`src/rtl/riscv_core_vector_chunk_seq_if.sv`:
```
// rtl/riscv_core_vector_chunk_seq_if.sv - request, regfile and execute signals of the vector chunk sequencer
interface riscv_core_vector_chunk_seq_if;
  logic       req_val;
  logic       req_rdy;
  logic [4:0] req_vs0;
  logic [4:0] req_vs1;
  logic [4:0] req_vd;
  logic [2:0] req_inter;
  logic [6:0] req_vlen;
  logic       stall;
  logic [4:0] v_raddr0;
  logic [4:0] v_raddr1;
  logic       v_rinter0;
  logic       v_rinter1;
  logic [5:0] v_ridx0;
  logic [5:0] v_ridx1;
  logic       exe_val;
  logic [1:0] exe_lanes;
  logic       v_wen_p;
  logic [4:0] v_waddr_p;
  logic       v_winter;
  logic [5:0] v_widx_p;
  logic [1:0] v_lanes;
  logic       done;

  modport master (
    output req_val, req_vs0, req_vs1, req_vd, req_inter, req_vlen, stall,
    input  req_rdy, v_raddr0, v_raddr1, v_rinter0, v_rinter1, v_ridx0, v_ridx1,
           exe_val, exe_lanes, v_wen_p, v_waddr_p, v_winter, v_widx_p, v_lanes, done
  );

  modport slave (
    input  req_val, req_vs0, req_vs1, req_vd, req_inter, req_vlen, stall,
    output req_rdy, v_raddr0, v_raddr1, v_rinter0, v_rinter1, v_ridx0, v_ridx1,
           exe_val, exe_lanes, v_wen_p, v_waddr_p, v_winter, v_widx_p, v_lanes, done
  );
endinterface

```
`src/rtl/riscv_core_vector_chunk_seq.sv`:
```
// rtl/riscv_core_vector_chunk_seq.sv - walks one vector op in 4-lane chunks with delayed writeback
module riscv_core_vector_chunk_seq #(
  parameter int EXE_LAT = 2
) (
  input logic                          clk,
  input logic                          reset,
  riscv_core_vector_chunk_seq_if.slave bus
);

  typedef enum logic [1:0] {IDLE, ISSUE, DRAIN, ZERO} state_t;

  state_t     state, state_nxt;
  logic [3:0] chunk;
  logic [3:0] last_chunk;
  logic [1:0] last_lanes;
  logic [4:0] raddr0, raddr1, waddr;
  logic       rinter0, rinter1, winter;

  // Writeback delay line; slot EXE_LAT-1 is the write being presented.
  logic       dl_val   [EXE_LAT];
  logic [3:0] dl_chunk [EXE_LAT];
  logic [1:0] dl_lanes [EXE_LAT];
  logic       dl_last  [EXE_LAT];

  logic       accept;
  logic       is_last;
  logic [1:0] cur_lanes;
  logic       rd_fire;
  logic       wr_fire;
  logic [5:0] vlen_m1;

  // Lengths of 64 and above all collapse to 64 elements (last index 63).
  assign vlen_m1   = (bus.req_vlen >= 7'd64) ? 6'd63 : (bus.req_vlen[5:0] - 6'd1);
  assign accept    = (state == IDLE) && bus.req_val;
  assign is_last   = (chunk == last_chunk);
  assign cur_lanes = is_last ? last_lanes : 2'd3;
  assign rd_fire   = (state == ISSUE) && !bus.stall;
  assign wr_fire   = dl_val[EXE_LAT-1] && !bus.stall;

  always_comb begin
    state_nxt = state;
    case (state)
      IDLE:  if (accept) state_nxt = (bus.req_vlen == 7'd0) ? ZERO : ISSUE;
      ISSUE: if (rd_fire && is_last) state_nxt = DRAIN;
      DRAIN: if (wr_fire && dl_last[EXE_LAT-1]) state_nxt = IDLE;
      ZERO:  if (!bus.stall) state_nxt = IDLE;
      default: state_nxt = IDLE;
    endcase
  end

  always_ff @(posedge clk or posedge reset) begin
    if (reset) begin
      state      <= IDLE;
      chunk      <= 4'd0;
      last_chunk <= 4'd0;
      last_lanes <= 2'd0;
      raddr0     <= 5'd0;
      raddr1     <= 5'd0;
      waddr      <= 5'd0;
      rinter0    <= 1'b0;
      rinter1    <= 1'b0;
      winter     <= 1'b0;
      for (int i = 0; i < EXE_LAT; i++) begin
        dl_val[i]   <= 1'b0;
        dl_chunk[i] <= 4'd0;
        dl_lanes[i] <= 2'd0;
        dl_last[i]  <= 1'b0;
      end
    end else begin
      state <= state_nxt;
      if (accept) begin
        chunk      <= 4'd0;
        last_chunk <= vlen_m1[5:2];
        last_lanes <= vlen_m1[1:0];
        raddr0     <= bus.req_vs0;
        raddr1     <= bus.req_vs1;
        waddr      <= bus.req_vd;
        rinter0    <= bus.req_inter[0];
        rinter1    <= bus.req_inter[1];
        winter     <= bus.req_inter[2];
      end else if (rd_fire && !is_last) begin
        chunk <= chunk + 4'd1;
      end
      // Stall freezes the line so pending writes are re-presented afterwards.
      if (!bus.stall) begin
        for (int i = EXE_LAT - 1; i > 0; i--) begin
          dl_val[i]   <= dl_val[i-1];
          dl_chunk[i] <= dl_chunk[i-1];
          dl_lanes[i] <= dl_lanes[i-1];
          dl_last[i]  <= dl_last[i-1];
        end
        dl_val[0]   <= rd_fire;
        dl_chunk[0] <= chunk;
        dl_lanes[0] <= cur_lanes;
        dl_last[0]  <= is_last;
      end
    end
  end

  assign bus.req_rdy   = (state == IDLE);
  assign bus.v_raddr0  = raddr0;
  assign bus.v_raddr1  = raddr1;
  assign bus.v_rinter0 = rinter0;
  assign bus.v_rinter1 = rinter1;
  assign bus.v_ridx0   = {chunk, 2'b00};
  assign bus.v_ridx1   = {chunk, 2'b00};
  assign bus.exe_val   = rd_fire;
  assign bus.exe_lanes = cur_lanes;
  assign bus.v_wen_p   = wr_fire;
  assign bus.v_waddr_p = waddr;
  assign bus.v_winter  = winter;
  assign bus.v_widx_p  = {dl_chunk[EXE_LAT-1], 2'b00};
  assign bus.v_lanes   = dl_lanes[EXE_LAT-1];
  assign bus.done      = (wr_fire && dl_last[EXE_LAT-1]) || ((state == ZERO) && !bus.stall);

endmodule

```
`src/flat_wrapper.sv`:
```
// flat-port wrapper written by rule: the top's interface ports become plain ports
module riscv_core_vector_chunk_seq_flat 
#(
  parameter int EXE_LAT = 2
)
  (clk, reset, bus_req_val, bus_req_vs0, bus_req_vs1, bus_req_vd, bus_req_inter, bus_req_vlen, bus_stall, bus_req_rdy, bus_v_raddr0, bus_v_raddr1, bus_v_rinter0, bus_v_rinter1, bus_v_ridx0, bus_v_ridx1, bus_exe_val, bus_exe_lanes, bus_v_wen_p, bus_v_waddr_p, bus_v_winter, bus_v_widx_p, bus_v_lanes, bus_done);
  riscv_core_vector_chunk_seq_if bus_i ();
  input logic clk;
  input logic reset;
  input wire logic [$bits(bus_i.req_val)-1:0] bus_req_val;
  input wire logic [$bits(bus_i.req_vs0)-1:0] bus_req_vs0;
  input wire logic [$bits(bus_i.req_vs1)-1:0] bus_req_vs1;
  input wire logic [$bits(bus_i.req_vd)-1:0] bus_req_vd;
  input wire logic [$bits(bus_i.req_inter)-1:0] bus_req_inter;
  input wire logic [$bits(bus_i.req_vlen)-1:0] bus_req_vlen;
  input wire logic [$bits(bus_i.stall)-1:0] bus_stall;
  output wire logic [$bits(bus_i.req_rdy)-1:0] bus_req_rdy;
  output wire logic [$bits(bus_i.v_raddr0)-1:0] bus_v_raddr0;
  output wire logic [$bits(bus_i.v_raddr1)-1:0] bus_v_raddr1;
  output wire logic [$bits(bus_i.v_rinter0)-1:0] bus_v_rinter0;
  output wire logic [$bits(bus_i.v_rinter1)-1:0] bus_v_rinter1;
  output wire logic [$bits(bus_i.v_ridx0)-1:0] bus_v_ridx0;
  output wire logic [$bits(bus_i.v_ridx1)-1:0] bus_v_ridx1;
  output wire logic [$bits(bus_i.exe_val)-1:0] bus_exe_val;
  output wire logic [$bits(bus_i.exe_lanes)-1:0] bus_exe_lanes;
  output wire logic [$bits(bus_i.v_wen_p)-1:0] bus_v_wen_p;
  output wire logic [$bits(bus_i.v_waddr_p)-1:0] bus_v_waddr_p;
  output wire logic [$bits(bus_i.v_winter)-1:0] bus_v_winter;
  output wire logic [$bits(bus_i.v_widx_p)-1:0] bus_v_widx_p;
  output wire logic [$bits(bus_i.v_lanes)-1:0] bus_v_lanes;
  output wire logic [$bits(bus_i.done)-1:0] bus_done;
  assign bus_i.req_val = bus_req_val;
  assign bus_i.req_vs0 = bus_req_vs0;
  assign bus_i.req_vs1 = bus_req_vs1;
  assign bus_i.req_vd = bus_req_vd;
  assign bus_i.req_inter = bus_req_inter;
  assign bus_i.req_vlen = bus_req_vlen;
  assign bus_i.stall = bus_stall;
  assign bus_req_rdy = bus_i.req_rdy;
  assign bus_v_raddr0 = bus_i.v_raddr0;
  assign bus_v_raddr1 = bus_i.v_raddr1;
  assign bus_v_rinter0 = bus_i.v_rinter0;
  assign bus_v_rinter1 = bus_i.v_rinter1;
  assign bus_v_ridx0 = bus_i.v_ridx0;
  assign bus_v_ridx1 = bus_i.v_ridx1;
  assign bus_exe_val = bus_i.exe_val;
  assign bus_exe_lanes = bus_i.exe_lanes;
  assign bus_v_wen_p = bus_i.v_wen_p;
  assign bus_v_waddr_p = bus_i.v_waddr_p;
  assign bus_v_winter = bus_i.v_winter;
  assign bus_v_widx_p = bus_i.v_widx_p;
  assign bus_v_lanes = bus_i.v_lanes;
  assign bus_done = bus_i.done;
  riscv_core_vector_chunk_seq #(.EXE_LAT(EXE_LAT)) u_core (.clk(clk), .reset(reset), .bus(bus_i));
endmodule
```
`config.mk`:
```
export PLATFORM = sky130hd
export DESIGN_NAME = riscv_core_vector_chunk_seq_flat
export DESIGN_NICKNAME = d
export VERILOG_FILES = /design/src/rtl/riscv_core_vector_chunk_seq_if.sv /design/src/rtl/riscv_core_vector_chunk_seq.sv /design/src/flat_wrapper.sv
export SDC_FILE = /design/constraint.sdc
export NUM_CORES = 1
export LEC_CHECK = 0
export BUFFER_PORTS_ARGS = -buffer_cell sky130_fd_sc_hd__buf_2
export CORE_MARGIN = 2
export CORE_UTILIZATION = 31
export CTS_BUF_LIST = sky130_fd_sc_hd__clkbuf_16
export DETAILED_ROUTE_END_ITERATION = 12
export SYNTH_ARGS = -nofsm -noshare
export SYNTH_HDL_FRONTEND = slang
export SYNTH_SLANG_ARGS = --single-unit
```
`constraint.sdc`:
```
create_clock -name clk -period 1.8 [get_ports clk]
set_clock_uncertainty 0.2 [all_clocks]
set_input_delay 0.09 -clock clk [delete_from_list [all_inputs] [get_ports clk]]
set_output_delay 0.09 -clock clk [all_outputs]
set_load 0.01 [all_outputs]
```
==> results of run 1 <==
## cells by family (layout without fill, tap and decap cells)
family,Yosys count,count (layout)
mux,15,15
flops,46,46
compound gates,19,19
xor+xnor,8,8
simple gates,82,82
other cells,1,6
fa+ha+maj,3,3
buf+inv,29,124
## through the flow
| step | hold slack [ps] | util, % | TNS, ps | setup slack [ps] | cell area [µm²] |
|---|---|---|---|---|---|
| 3_3_place_gp | -6.42 | 37.7 | 0 | 101 | 2530 |
| 5_1_grt | 121 | 44.9 | -425 | -129 | 3010 |
| 2_1_floorplan | -6.88 | - | 0 | 17.5 | 2140 |
| 4_1_cts | 59.3 | 44.6 | -47.3 | -23.4 | 2990 |
| 6_report | 81.4 | 44.9 | -10.9 | -8.91 | 3010 |
| 3_5_place_dp | 5.77 | 37.7 | 0 | 54.0 | 2530 |
## power groups by stage
stage	sequential, mW	clock (mW)	combinational [mW]
after floorplan	1.86	0	1.11
after global placement	1.75	0	1.77
after detailed placement	1.76	0	1.80
after CTS	1.76	0.923	1.92
after global routing	1.82	0.963	2.17
final	1.76	0.882	1.94
## area by class of cell
| class | instances | area share, % |
|---|---|---|
| timing repair buffer | 110 | 25.4 |
| tap | 80 | 3.32 |
| multi-input combinational | 133 | 27.6 |
| sequential | 46 | 38.2 |
| clock inverter | 3 | 0.581 |
| clock buffer | 5 | 4.15 |
| inverter | 6 | 0.747 |
## layout by cell type, fill, tap and decap left out, types with 3 or more instances in the layout
| cell type | n |
|---|---|
| sky130_fd_sc_hd__nand3_1 | 5 |
| sky130_fd_sc_hd__buf_4 | 15 |
| sky130_fd_sc_hd__dlygate4sd3_1 | 27 |
| sky130_fd_sc_hd__xor2_1 | 3 |
| sky130_fd_sc_hd__ha_1 | 3 |
| sky130_fd_sc_hd__buf_2 | 64 |
| sky130_fd_sc_hd__a21oi_1 | 4 |
| sky130_fd_sc_hd__inv_1 | 6 |
| sky130_fd_sc_hd__clkbuf_16 | 5 |
| sky130_fd_sc_hd__nand2_1 | 57 |
| sky130_fd_sc_hd__dfrtp_1 | 46 |
| sky130_fd_sc_hd__mux2_2 | 14 |
| sky130_fd_sc_hd__xnor2_1 | 3 |
| sky130_fd_sc_hd__nor2_1 | 11 |
| sky130_fd_sc_hd__conb_1 | 6 |
| sky130_fd_sc_hd__a31oi_1 | 3 |
## worst paths after layout
| check | startpoint | endpoint | slack, ps | cells after the start |
|---|---|---|---|---|
| min in group asynchronous | reset | u_core.bus.v_raddr0[3] | 230 | 3 |
| worst min register to register | u_core.bus.v_rinter1 | u_core.bus.v_rinter1 | 270 | 2 |
| worst max-delay path | u_core.chunk[1] | bus_exe_lanes[1] | -9 | 4 |
| worst max register to register | u_core.chunk[1] | u_core.dl_lanes[2] | 10 | 5 |
| worst min-delay path | bus_req_val | u_core.state[0] | 80 | 4 |
| max in group asynchronous | reset | u_core.dl_chunk[6] | 660 | 4 |
## worst reg2reg max path, stage by stage (launching register included)
cell	delay [ps]
sky130_fd_sc_hd__dfrtp_1	410
sky130_fd_sc_hd__xor2_2	220
sky130_fd_sc_hd__nor4_4	370
sky130_fd_sc_hd__nand2b_2	110
sky130_fd_sc_hd__buf_4	130
sky130_fd_sc_hd__mux2_2	240
## sequential cells by signal, summed over array words and instances (netlist names), 4 cells and up
| name | cells |
|---|---|
| u_core.last_chunk | 4 |
| u_core.bus.v_raddr0 | 5 |
| u_core.bus.v_widx_p | 4 |
| u_core.chunk | 4 |
| u_core.bus.v_waddr_p | 5 |
| u_core.dl_chunk | 4 |
| u_core.bus.v_raddr1 | 5 |
## timing repair
action / in CTS / in global routing
endpoints found under the hold margin: 55 / 0
gates resized for setup: 3 / 1
setup endpoints to repair: 2 / 7
setup buffers: 4 / 2
cloned: 0 / 0
hold buffers: 27 / 0
pin swaps: 2 / 5
## per-layer routing
metal | GRT usage, % | up-vias | wire, µm
met5 | 0 | - | 0
met4 | 2.98 | 0 | 30
met3 | 3.33 | 3 | 191
met2 | 22.1 | 46 | 2320
met1 | 18.0 | 809 | 2150
li1 | - | 838 | -
==> results.rst, run 1 <==
.. list-table::
   :header-rows: 1

   * - Metric
     - Value
   * - Outcome
     - finished, violations left
   * - Violated checks
     - negative setup slack
   * - Width of the chip
     - 86.8 µm
   * - Final total power
     - 4.57 mW
   * - Core Area
     - 6720 µm²
   * - Clock root buffer master
     - sky130_fd_sc_hd__clkbuf_16
   * - Worst vdd rail ir drop
     - 0.553 mV
   * - Detail-routed net length per standard cell
     - 12.2 µm
   * - Die outline height
     - 86.8 µm
   * - Antenna violations before repair
     - 0
   * - Final nets
     - 334
   * - Setup slack after layout
     - -8.91 ps
   * - Endpoint kind of the worst setup timing path
     - output port
   * - Final Cycle Share
     - 100%
   * - Wire length of the first global-routing pass
     - 7.94 mm
   * - Largest family of logic cells by synthesized area
     - simple AND/OR/NAND/NOR gates
   * - Slew HR
     - 59.9%
   * - Post-synthesis share of cell area spent on full adders, half adders and majority gates
     - 1.77%
   * - Unrepaired setup endpoints after global routing
     - yes
   * - Sequential cell area in the final layout
     - 1150 µm²
   * - Delay of the slowest cell on the worst path
     - 410 ps
   * - Psw
     - 1.66 mW
   * - Library cells used by synthesis
     - 34
   * - Share of the synthesized area in compound gates (AO/OA/AOI/OAI)
     - 6.65%
   * - Fraction of synthesis flops using an asynchronous set or reset pin
     - 100%
   * - Antenna Violating Nets Remaining
     - 0
   * - First-pass iteration count of the detailed router
     - 3
   * - Overflow left after global routing
     - 0
   * - Crit path arrival time
     - 1520 ps
   * - Top fanout value on the critical path
     - 3
   * - Vias
     - 1696
   * - Synth top area cells
     - sky130_fd_sc_hd__dfrtp_1 54%, sky130_fd_sc_hd__nand2_1 10%, sky130_fd_sc_hd__mux2_2 7.4%
   * - Fraction of the yosys area taken by sequential cells
     - 54.2%
   * - Via count of the first global-routing pass
     - 1652
   * - Multiplexer share of the synthesized area
     - 7.95%
   * - Synth Warn #
     - 0
   * - Power density of the placed cells
     - 1520 nW/µm²
   * - Final Critical Period
     - 1810 ps
   * - GPL Wtd Cong
     - 0.791
   * - Leading area contributor after synthesis
     - sky130_fd_sc_hd__dfrtp_1
   * - Power share of the clock group
     - 19.3%
   * - Tightest Pin Transition
     - 601 ps
   * - Worst path slowest cell
     - sky130_fd_sc_hd__dfrtp_1
   * - Part of the power in registers
     - 38.4%
   * - Most used DFF post-synth
     - sky130_fd_sc_hd__dfrtp_1
   * - Global router's overall resource usage
     - 13.4%
   * - DRC violations left
     - 0
   * - Simple-gate area share of the yosys netlist
     - 17.5%
   * - Number of placement rows
     - 30
   * - P_int
     - 2.92 mW
   * - Share of cells above drive strength 1
     - 37.3%
   * - Combinational cell fraction of total power
     - 42.3%
   * - Number of failing setup endpoints in the final timing report
     - 2
   * - Filler cell count in the final layout
     - 661
   * - Cell count after synthesis
     - 203
   * - First DRT Iteration DRCs
     - 49
   * - Post-synthesis register bit count
     - 46
   * - Die area
     - 7530 µm²
   * - Hold Fails Final Rpt
     - 0
   * - Pin count of the biggest net entering global routing
     - 29
   * - Post-CTS clock slew at the launch and capture registers of the worst setup and hold paths
     - 60 ps
   * - Worst Path Buf+Inv
     - 1
   * - Ports
     - 73
   * - Final Instance Count excl. Fillers
     - 383
   * - Placed cells
     - 342
   * - Layout overhead on the synthesized area
     - 41.9%
   * - Max H-tree Level
     - 2
   * - CTS tree
     - built
   * - Total clock buffers created by CTS
     - 5
   * - Synthesized-area fraction occupied by xor and xnor cells
     - 3.65%
   * - Number of enable flip-flop cells after synthesis
     - 0
   * - Clock sinks
     - 46
   * - Switching share of power
     - 36.2%
   * - Largest buffer count on any clock path
     - 2
   * - Data required time at the worst endpoint
     - 1510 ps
   * - Leakage power
     - 1.51 nW
   * - Worst setup SP type
     - flip-flop
   * - Post-synth top area share
     - 54.2%
   * - Upper clock frequency limit
     - 553 MHz
   * - List of most frequent post-synthesis cells
     - 57 x sky130_fd_sc_hd__nand2_1, 46 x sky130_fd_sc_hd__dfrtp_1, 16 x sky130_fd_sc_hd__buf_4
   * - Mapped cell area
     - 2120 µm²
   * - Number of max-cap violations
     - 0
   * - Chain of cells forming the critical path
     - xor2_2 > nor4_4 > nand2b_2 > buf_6
   * - Kind of cell adding the most delay to the critical path
     - simple AND/OR/NAND/NOR gates
   * - Total detailed-routing wirelength
     - 4.68 mm
   * - Number of antenna cells inserted
     - 0
   * - Starting utilization of the core area
     - 31.6%
   * - Number of slew-limit violations in the final report
     - 0
   * - Multi-input gate area
     - 832 µm²
   * - Dpl hpwl
     - 3.14 mm
   * - Critical Setup Path Class
     - reg -> out
   * - Synthesized area divided by synthesized cell count
     - 10.5 µm²
   * - Most frequently used cell type in the post-synthesis netlist
     - sky130_fd_sc_hd__nand2_1
   * - Ratio of routed vias to standard cells
     - 4.43
   * - Path type of the worst min-delay path
     - in -> reg
   * - Clock latency of the later-clocked register in the worst-skew pair
     - 280 ps
   * - Number of buffers added on ports
     - 66
No activity file was read; power rests on OpenSTA's default activity.
==> run 2: changes to the inputs <==
ABC_AREA = 1   (was default)
CELL_PAD_IN_SITES_DETAIL_PLACEMENT = 1   (was default)
CELL_PAD_IN_SITES_GLOBAL_PLACEMENT = 2   (was default)
CORE_UTILIZATION = 25   (was 31)
PLACE_DENSITY_LB_ADDON = 0.1   (was default)
==> results.rst, run 2 <==
.. list-table::
   :header-rows: 1

   * - Metric
     - Value
   * - Worst setup path startpoint
     - u_core.chunk[2]
   * - Via count of the first global-routing pass
     - 2044 (+24%)
   * - Worst setup SP type
     - flip-flop
   * - Number of enable flip-flop cells after synthesis
     - 0 (unchanged)
   * - Largest buffer count on any clock path
     - 2 (unchanged)
   * - Final Instance Count excl. Fillers
     - 468 (+22%)
   * - HP Start
     - bus_req_vlen[1]
   * - Number of placement rows
     - 34 (+13%)
   * - Dpl hpwl
     - 4.26 mm (+35%)
   * - Antenna violations before repair
     - 0 (unchanged)
   * - Core Area
     - 8640 µm² (+29%)
   * - Critical Setup Path Class
     - reg -> out
   * - Width of the chip
     - 97.9 µm (+13%)
   * - Register-to-register setup slack
     - 170 ps (+160 ps)
   * - Psw
     - 1.63 mW (-1.7%)
   * - Die outline height
     - 97.9 µm (+13%)
   * - Top fanout value on the critical path
     - 6 (+3)
   * - Most frequently used cell type in the post-synthesis netlist
     - sky130_fd_sc_hd__nand2_1
   * - Most frequent standard cell in the layout excluding fill and tap cells
     - sky130_fd_sc_hd__nand2_1
   * - Terminus of the critical flop-to-flop path
     - u_core.chunk[2]
   * - Final Critical Period
     - 1770 ps (-43.5 ps)
   * - First-pass iteration count of the detailed router
     - 4 (+1)
   * - Number of slew-limit violations in the final report
     - 0 (unchanged)
   * - Number of failing setup endpoints in the final timing report
     - 0 (-2)
   * - Startpoint of the worst-slack reg-to-reg timing path
     - u_core.state[1]
   * - Share of cells above drive strength 1
     - 31.1% (-6.2 points)
   * - Cells on worst reg2reg path
     - 7 (+2)
   * - Outcome
     - complete, no violations
   * - Post-CTS clock slew at the launch and capture registers of the worst setup and hold paths
     - 60 ps (about the same)
   * - Clock latency of the later-clocked register in the worst-skew pair
     - 280 ps (about the same)
   * - Leading area contributor after synthesis
     - sky130_fd_sc_hd__dfrtp_1
   * - Layout overhead on the synthesized area
     - 38.1%
   * - Number of max-cap violations
     - 0 (unchanged)
   * - Endpoint kind of the worst setup timing path
     - output port
   * - Synth top area cells
     - sky130_fd_sc_hd__dfrtp_1 52%, sky130_fd_sc_hd__nand2_1 18%, sky130_fd_sc_hd__buf_4 5.4%
   * - Global router's overall resource usage
     - 12.9% (-0.52 points)
   * - Power share of the clock group
     - 21.0% (+1.7 points)
   * - Detail-routed net length per standard cell
     - 12.6 µm (+2.7%)
   * - Max H-tree Level
     - 2 (unchanged)
   * - Ports
     - 73 (unchanged)
   * - Final nets
     - 391 (+17%)
   * - Slew HR
     - 65.5% (+5.6 points)
   * - Mapped cell area
     - 2210 µm² (+3.8%)
   * - Overflow left after global routing
     - 0 (unchanged)
   * - Pin count of the biggest net entering global routing
     - 32 (+10%)
   * - Capture point of the worst path
     - bus_exe_lanes[0]
   * - Synth Warn #
     - 0 (unchanged)
   * - Combinational cell fraction of total power
     - 39.4% (-2.9 points)
   * - Library cells used by synthesis
     - 29 (-15%)
   * - Total clock buffers created by CTS
     - 5 (unchanged)
   * - CTS tree
     - built
   * - First DRT Iteration DRCs
     - 43 (-12%)
   * - Number of antenna cells inserted
     - 0 (unchanged)
   * - Most used DFF post-synth
     - sky130_fd_sc_hd__dfrtp_1
   * - Clock sinks
     - 46 (unchanged)
   * - Synthesized area divided by synthesized cell count
     - 8.26 µm² (-21%)
   * - Power density of the placed cells
     - 1400 nW/µm² (-8.1%)
   * - Post-synthesis register bit count
     - 46 (unchanged)
   * - Starting utilization of the core area
     - 25.5% (-6.1 points)
   * - Fraction of the yosys area taken by sequential cells
     - 52.2% (-2.0 points)
   * - P_int
     - 2.62 mW (-10%)
   * - List of most frequent post-synthesis cells
     - 105 x sky130_fd_sc_hd__nand2_1, 46 x sky130_fd_sc_hd__dfrtp_1, 23 x sky130_fd_sc_hd__inv_1
   * - Worst-case hold slack
     - 22.7 ps (-58.8 ps)
   * - Vias
     - 1949 (+15%)
   * - Part of the power in registers
     - 39.7% (+1.3 points)
   * - Crit path arrival time
     - 1480 ps (-40 ps)
   * - Upper clock frequency limit
     - 566 MHz (+2.5%)
   * - GPL Wtd Cong
     - 0.641 (-19%)
   * - Ratio of routed vias to standard cells
     - 4.16 (-6.0%)
   * - Switching share of power
     - 38.3% (+2.1 points)
   * - Post-synth top area share
     - 52.2% (-2.0 points)
   * - Placed cells
     - 429 (+25%)
   * - Cell count after synthesis
     - 267 (+32%)
   * - Hold Fails Final Rpt
     - 0 (unchanged)
   * - Commonest cells after routing, fill and taps aside
     - 102 x sky130_fd_sc_hd__nand2_1, 64 x sky130_fd_sc_hd__buf_2, 43 x sky130_fd_sc_hd__dfrtp_1
   * - Tightest Pin Transition
     - 517 ps (-83.5 ps)
   * - Worst vdd rail ir drop
     - 0.416 mV (-25%)
   * - Fraction of synthesis flops using an asynchronous set or reset pin
     - 100% (unchanged)
   * - Clock root buffer master
     - sky130_fd_sc_hd__clkbuf_16
   * - Antenna Violating Nets Remaining
     - 0 (unchanged)
   * - Final Cycle Share
     - 98.1% (-2.4 points)
   * - Total detailed-routing wirelength
     - 5.87 mm (+25%)
   * - Path type of the worst min-delay path
     - in -> reg
   * - Leakage power
     - 1.68 nW (+11%)
   * - Data required time at the worst endpoint
     - 1510 ps (about the same)
   * - Die area
     - 9590 µm² (+27%)
   * - Wire length of the first global-routing pass
     - 10.0 mm (+26%)
   * - Unrepaired setup endpoints after global routing
     - yes
   * - Number of buffers added on ports
     - 66 (unchanged)
   * - DRC violations left
     - 0 (unchanged)
==> run 2: cell types whose count changed after synthesis, sizes merged, moves of 3 or more <==
cell,change
nand2,+53
inv,+22
mux2,-15
o21ai,+13
nand3,+7
a31oi,-3
or2,+3
xnor2,-3
==> run 2: worst min-delay path by stage <==
stage / end / slack (ps) / cells after the start
floorplan: u_core.last_lanes[0] / -20 / 1
global placement: u_core.bus.v_winter / -100 / 2
detailed placement: u_core.bus.v_raddr1[2] / -100 / 2
CTS: u_core.last_lanes[1] / 10 / 4
global route: u_core.last_lanes[1] / 60 / 4
finish: u_core.last_lanes[1] / 20 / 4
==> run 2: worst max-delay path: stages, from the launching register on <==
cell and delay (ps):
sky130_fd_sc_hd__dfrtp_2 430, sky130_fd_sc_hd__inv_2 50, sky130_fd_sc_hd__nand2_2 60, sky130_fd_sc_hd__nand2_2 50, sky130_fd_sc_hd__nor2_2 120, sky130_fd_sc_hd__nand2_2 90, sky130_fd_sc_hd__or2_4 270, sky130_fd_sc_hd__buf_6 120
==> run 2: final cells by class <==
| cell class | count | area [µm²] |
|---|---|---|
| Clock buffer | 5 | 125 |
| Multi-Input combinational cell | 175 | 818 |
| Inverter | 28 | 105 |
| Fill cell | 1085 | 5590 |
| Clock inverter | 3 | 12.5 |
| Tap cell | 108 | 135 |
| Sequential cell | 46 | 1150 |
| Timing Repair Buffer | 103 | 696 |
==> run 2: cell families (layout without fill, tap and decap cells) <==
family / count (synthesis) / after routing / share of synthesized area (%)
and+or+nand+nor: 140 / 140 / 26.5
buffers and inverters: 51 / 139 / 12.0
DFF: 46 / 46 / 52.2
AOI/OAI and AO/OA: 23 / 23 / 6.18
adders and majority gates: 3 / 3 / 1.70
xor gates and xnor gates: 3 / 3 / 1.19
other: 1 / 6 / 0.170
==> run 2: what timing repair did <==
action,4_1_cts,5_1_grt
hold buffers,25,0
pin swaps,0,2
setup buffers,3,3
endpoints found under the hold margin,70,0
gates resized for setup,4,6
endpoints found under the setup margin,2,2
==> run 2: power by group through the flow <==
stage	Combinational (mW)	Sequential (mW)	Clock, mW
after global routing	1.92	1.75	0.959
after global placement	1.55	1.72	0
after floorplan	0.945	1.78	0
final	1.67	1.69	0.892
after CTS	1.68	1.69	0.934
after detailed placement	1.57	1.72	0
==> run 2: routing by layer <==
layer / vias up / wire length (µm) / global-route usage (%)
li1: 979 / - / -
met4: 0 / 58 / 3.53
met3: 7 / 283 / 3.01
met1: 912 / 2750 / 16.5
met2: 51 / 2780 / 22.0
met5: - / 0 / 0
==> run 2: stage by stage <==
step | TNS (ps) | utilization, % | total power, mW | instance area, µm² | worst slack, ps
2_1_floorplan | 0 | - | 2.73 | 2220 | 300
3_3_place_gp | 0 | 30.0 | 3.26 | 2590 | 160
3_5_place_dp | 0 | 30.0 | 3.28 | 2590 | 120
4_1_cts | 0 | 34.8 | 4.30 | 3000 | 8.11
5_1_grt | -65.8 | 35.3 | 4.63 | 3050 | -39.7
6_report | 0 | 35.3 | 4.25 | 3050 | 34.6
==> run 3: changes to the inputs <==
BUFFER_PORTS_ARGS = default   (was -buffer_cell sky130_fd_sc_hd__buf_2)
CORE_UTILIZATION = 31   (was 25)
DONT_BUFFER_PORTS = 1   (was default)
==> results.rst, run 3 (synthesis gave the netlist of run 2 again) <==
.. list-table::
   :header-rows: 1

   * - Metric
     - Value
   * - Global router's overall resource usage
     - 15.2% (+2.3 points)
   * - Width of the chip
     - 88.4 µm (-9.8%)
   * - Worst path slowest cell
     - sky130_fd_sc_hd__dfrtp_1
   * - First DRT Iteration DRCs
     - 33 (-23%)
   * - Buffers inserted during post-CTS setup optimization
     - 0 (-3)
   * - Core Area
     - 6830 µm² (-21%)
   * - Share of cells above drive strength 1
     - 12.6% (-18 points)
   * - Most frequent standard cell in the layout excluding fill and tap cells
     - sky130_fd_sc_hd__nand2_1
   * - Data required time at the worst endpoint
     - 1510 ps (about the same)
   * - Endpoint kind of the worst setup timing path
     - output port
   * - Commonest cells after routing, fill and taps aside
     - 105 x sky130_fd_sc_hd__nand2_1, 45 x sky130_fd_sc_hd__dfrtp_1, 32 x sky130_fd_sc_hd__dlygate4sd3_1
   * - Antenna Violating Nets Remaining
     - 0 (unchanged)
   * - Register-to-register setup slack
     - 270 ps (+100 ps)
   * - Final nets
     - 332 (-15%)
   * - Path type of the worst min-delay path
     - in -> reg
   * - Number of max-cap violations
     - 0 (unchanged)
   * - Total detailed-routing wirelength
     - 5.34 mm (-9.0%)
   * - Crit path arrival time
     - 1390 ps (-90 ps)
   * - Post-CTS clock slew at the launch and capture registers of the worst setup and hold paths
     - 60 ps (about the same)
   * - DRC violations left
     - 0 (unchanged)
   * - Detail-routed net length per standard cell
     - 13.5 µm (+7.2%)
   * - Upper clock frequency limit
     - 594 MHz (+4.8%)
   * - Power density of the placed cells
     - 1440 nW/µm² (+3.1%)
   * - Most common cell type on the critical path
     - sky130_fd_sc_hd__nand2_1
   * - First-pass iteration count of the detailed router
     - 4 (unchanged)
   * - Terminus of the critical flop-to-flop path
     - u_core.dl_lanes[3]
   * - Ratio of routed vias to standard cells
     - 4.32 (+3.9%)
   * - Max H-tree Level
     - 2 (unchanged)
   * - Vias
     - 1717 (-12%)
   * - Top fanout value on the critical path
     - 4 (-2)
   * - Cell Area, Placed
     - 2290 µm² (-11%)
   * - Outcome
     - complete, no violations
   * - Layout overhead on the synthesized area
     - 25.3%
   * - Startpoint of the worst-slack reg-to-reg timing path
     - u_core.chunk[3]
   * - Pin count of the biggest net entering global routing
     - 27 (-16%)
   * - Via count of the first global-routing pass
     - 1802 (-12%)
   * - Most Used Layer, Global Route
     - met2
   * - Wire length of the first global-routing pass
     - 8.94 mm (-11%)
   * - Design Area, Final
     - 2760 µm² (-9.3%)
   * - Ports
     - 73 (unchanged)
   * - Leakage power
     - 1.44 nW (-14%)
   * - Worst vdd rail ir drop
     - 0.506 mV (+22%)
   * - Number of slew-limit violations in the final report
     - 0 (unchanged)
   * - Endpoint of the worst hold path
     - u_core.bus.v_winter
   * - Total clock buffers created by CTS
     - 5 (unchanged)
   * - Number of buffers added on ports
     - 0 (-100%)
   * - Hold-critical path depth
     - 5 (+1)
   * - CTS tree
     - built
   * - HP Start
     - bus_req_val
   * - Clock latency of the later-clocked register in the worst-skew pair
     - 290 ps (about the same)
   * - Die outline height
     - 88.4 µm (-9.8%)
   * - Tightest Pin Transition
     - 574 ps (+56.9 ps)
   * - Largest buffer count on any clock path
     - 2 (unchanged)
   * - Number of antenna cells inserted
     - 0 (unchanged)
   * - GPL Wtd Cong
     - 0.722 (+13%)
   * - Delay of the slowest cell on the worst path
     - 390 ps (-40 ps)
   * - Dpl hpwl
     - 3.76 mm (-12%)
   * - Critical Setup Path Class
     - reg -> out
   * - Number of placement rows
     - 30 (-12%)
   * - Worst setup SP type
     - flip-flop
   * - Clock sinks
     - 46 (unchanged)
   * - Final Critical Period
     - 1680 ps (-81.4 ps)
   * - Met1 Resource Use GR
     - 18.9% (+2.4 points)
   * - Final Cycle Share
     - 93.6% (-4.5 points)
   * - Number of failing setup endpoints in the final timing report
     - 0 (unchanged)
   * - Die area
     - 7810 µm² (-19%)
   * - Worst-case hold slack
     - 11.3 ps (-11.4 ps)
   * - Hold Fails Final Rpt
     - 0 (unchanged)
   * - Cells on worst reg2reg path
     - 8 (+1)
   * - Met3 Track Usage GR
     - 5.04% (+2.0 points)
   * - GR Util met2
     - 24.7% (+2.7 points)
   * - Clock root buffer master
     - sky130_fd_sc_hd__clkbuf_16
   * - Final total power
     - 3.98 mW (-6.4%)
   * - Starting utilization of the core area
     - 32.3% (+6.7 points)
   * - Slew HR
     - 61.7% (-3.7 points)
   * - Chain of cells forming the critical path
     - inv_1 > nand2_1 > nand2_1 > nor2_2 > nand2_2 > or2_4
   * - Antenna violations before repair
     - 0 (unchanged)
   * - Overflow left after global routing
     - 0 (unchanged)
   * - Total negative slack
     - 0 ps (unchanged)
   * - Unrepaired setup endpoints after global routing
     - no
run 3: cell types whose count changed in the layout (fill, tap and decap cells not counted), moves of 2 or more:
cell	previous run	this run
sky130_fd_sc_hd__buf_6	2	0
sky130_fd_sc_hd__dfrtp_1	43	45
sky130_fd_sc_hd__dlygate4sd3_1	25	32
sky130_fd_sc_hd__nand2_2	8	5
sky130_fd_sc_hd__nand2_1	102	105
sky130_fd_sc_hd__buf_2	64	0
sky130_fd_sc_hd__buf_4	11	9
sky130_fd_sc_hd__dfrtp_2	3	1
run 3: worst max-delay path by stage:
stage	start	to	slack (ps)
after floorplan	u_core.chunk[1]	u_core.dl_lanes[2]	300
after global placement	u_core.state[1]	u_core.last_chunk[1]	270
after detailed placement	u_core.chunk[3]	u_core.chunk[0]	230
after CTS	bus_stall	bus_done	60
after global routing	u_core.chunk[3]	bus_exe_lanes[1]	0.8
final	u_core.chunk[3]	bus_exe_lanes[1]	120
run 3: metrics by stage:
stage / util (%) / instances / setup slack (ps)
global placement: 33.6 / 356 / 274
finish: 40.5 / 397 / 116
global route: 40.5 / 397 / 0.773
CTS: 40.4 / 397 / 62.5
floorplan: - / 272 / 300
detailed placement: 33.6 / 356 / 235
run 3: layout make-up:
| class | instances | area [µm²] |
|---|---|---|
| repair buffers | 44 | 440 |
| clock buffers | 5 | 125 |
| well taps | 96 | 120 |
| clock inverters | 3 | 12.5 |
| flip-flops and latches | 46 | 1150 |
| multi-input cells | 175 | 808 |
| inverters | 28 | 105 |
| fillers | 819 | 4070 |
run 3: worst max-delay path, delay by kind of cell (launching register included):
kind	cells	cell delay [ps]
AND/OR/NAND/NOR	5	620
buffers and inverters	1	90
flip-flops	1	390
run 3: report_power, final:
group	switching (mW)	internal, mW
registers	0.392	1.44
clock network	0.396	0.503
logic	0.748	0.496
total	1.54	2.44
run 3: repair_timing:
action,CTS,global route
endpoints found under the hold margin,89,0
hold buffers,33,0
endpoints found under the setup margin,0,4
gates resized for setup,0,2
run 3: metal layers:
metal	share of wire [%]	wire length (µm)
met5	0	0
met4	1.6	87
met3	6.5	345
met2	47	2510
met1	45	2400
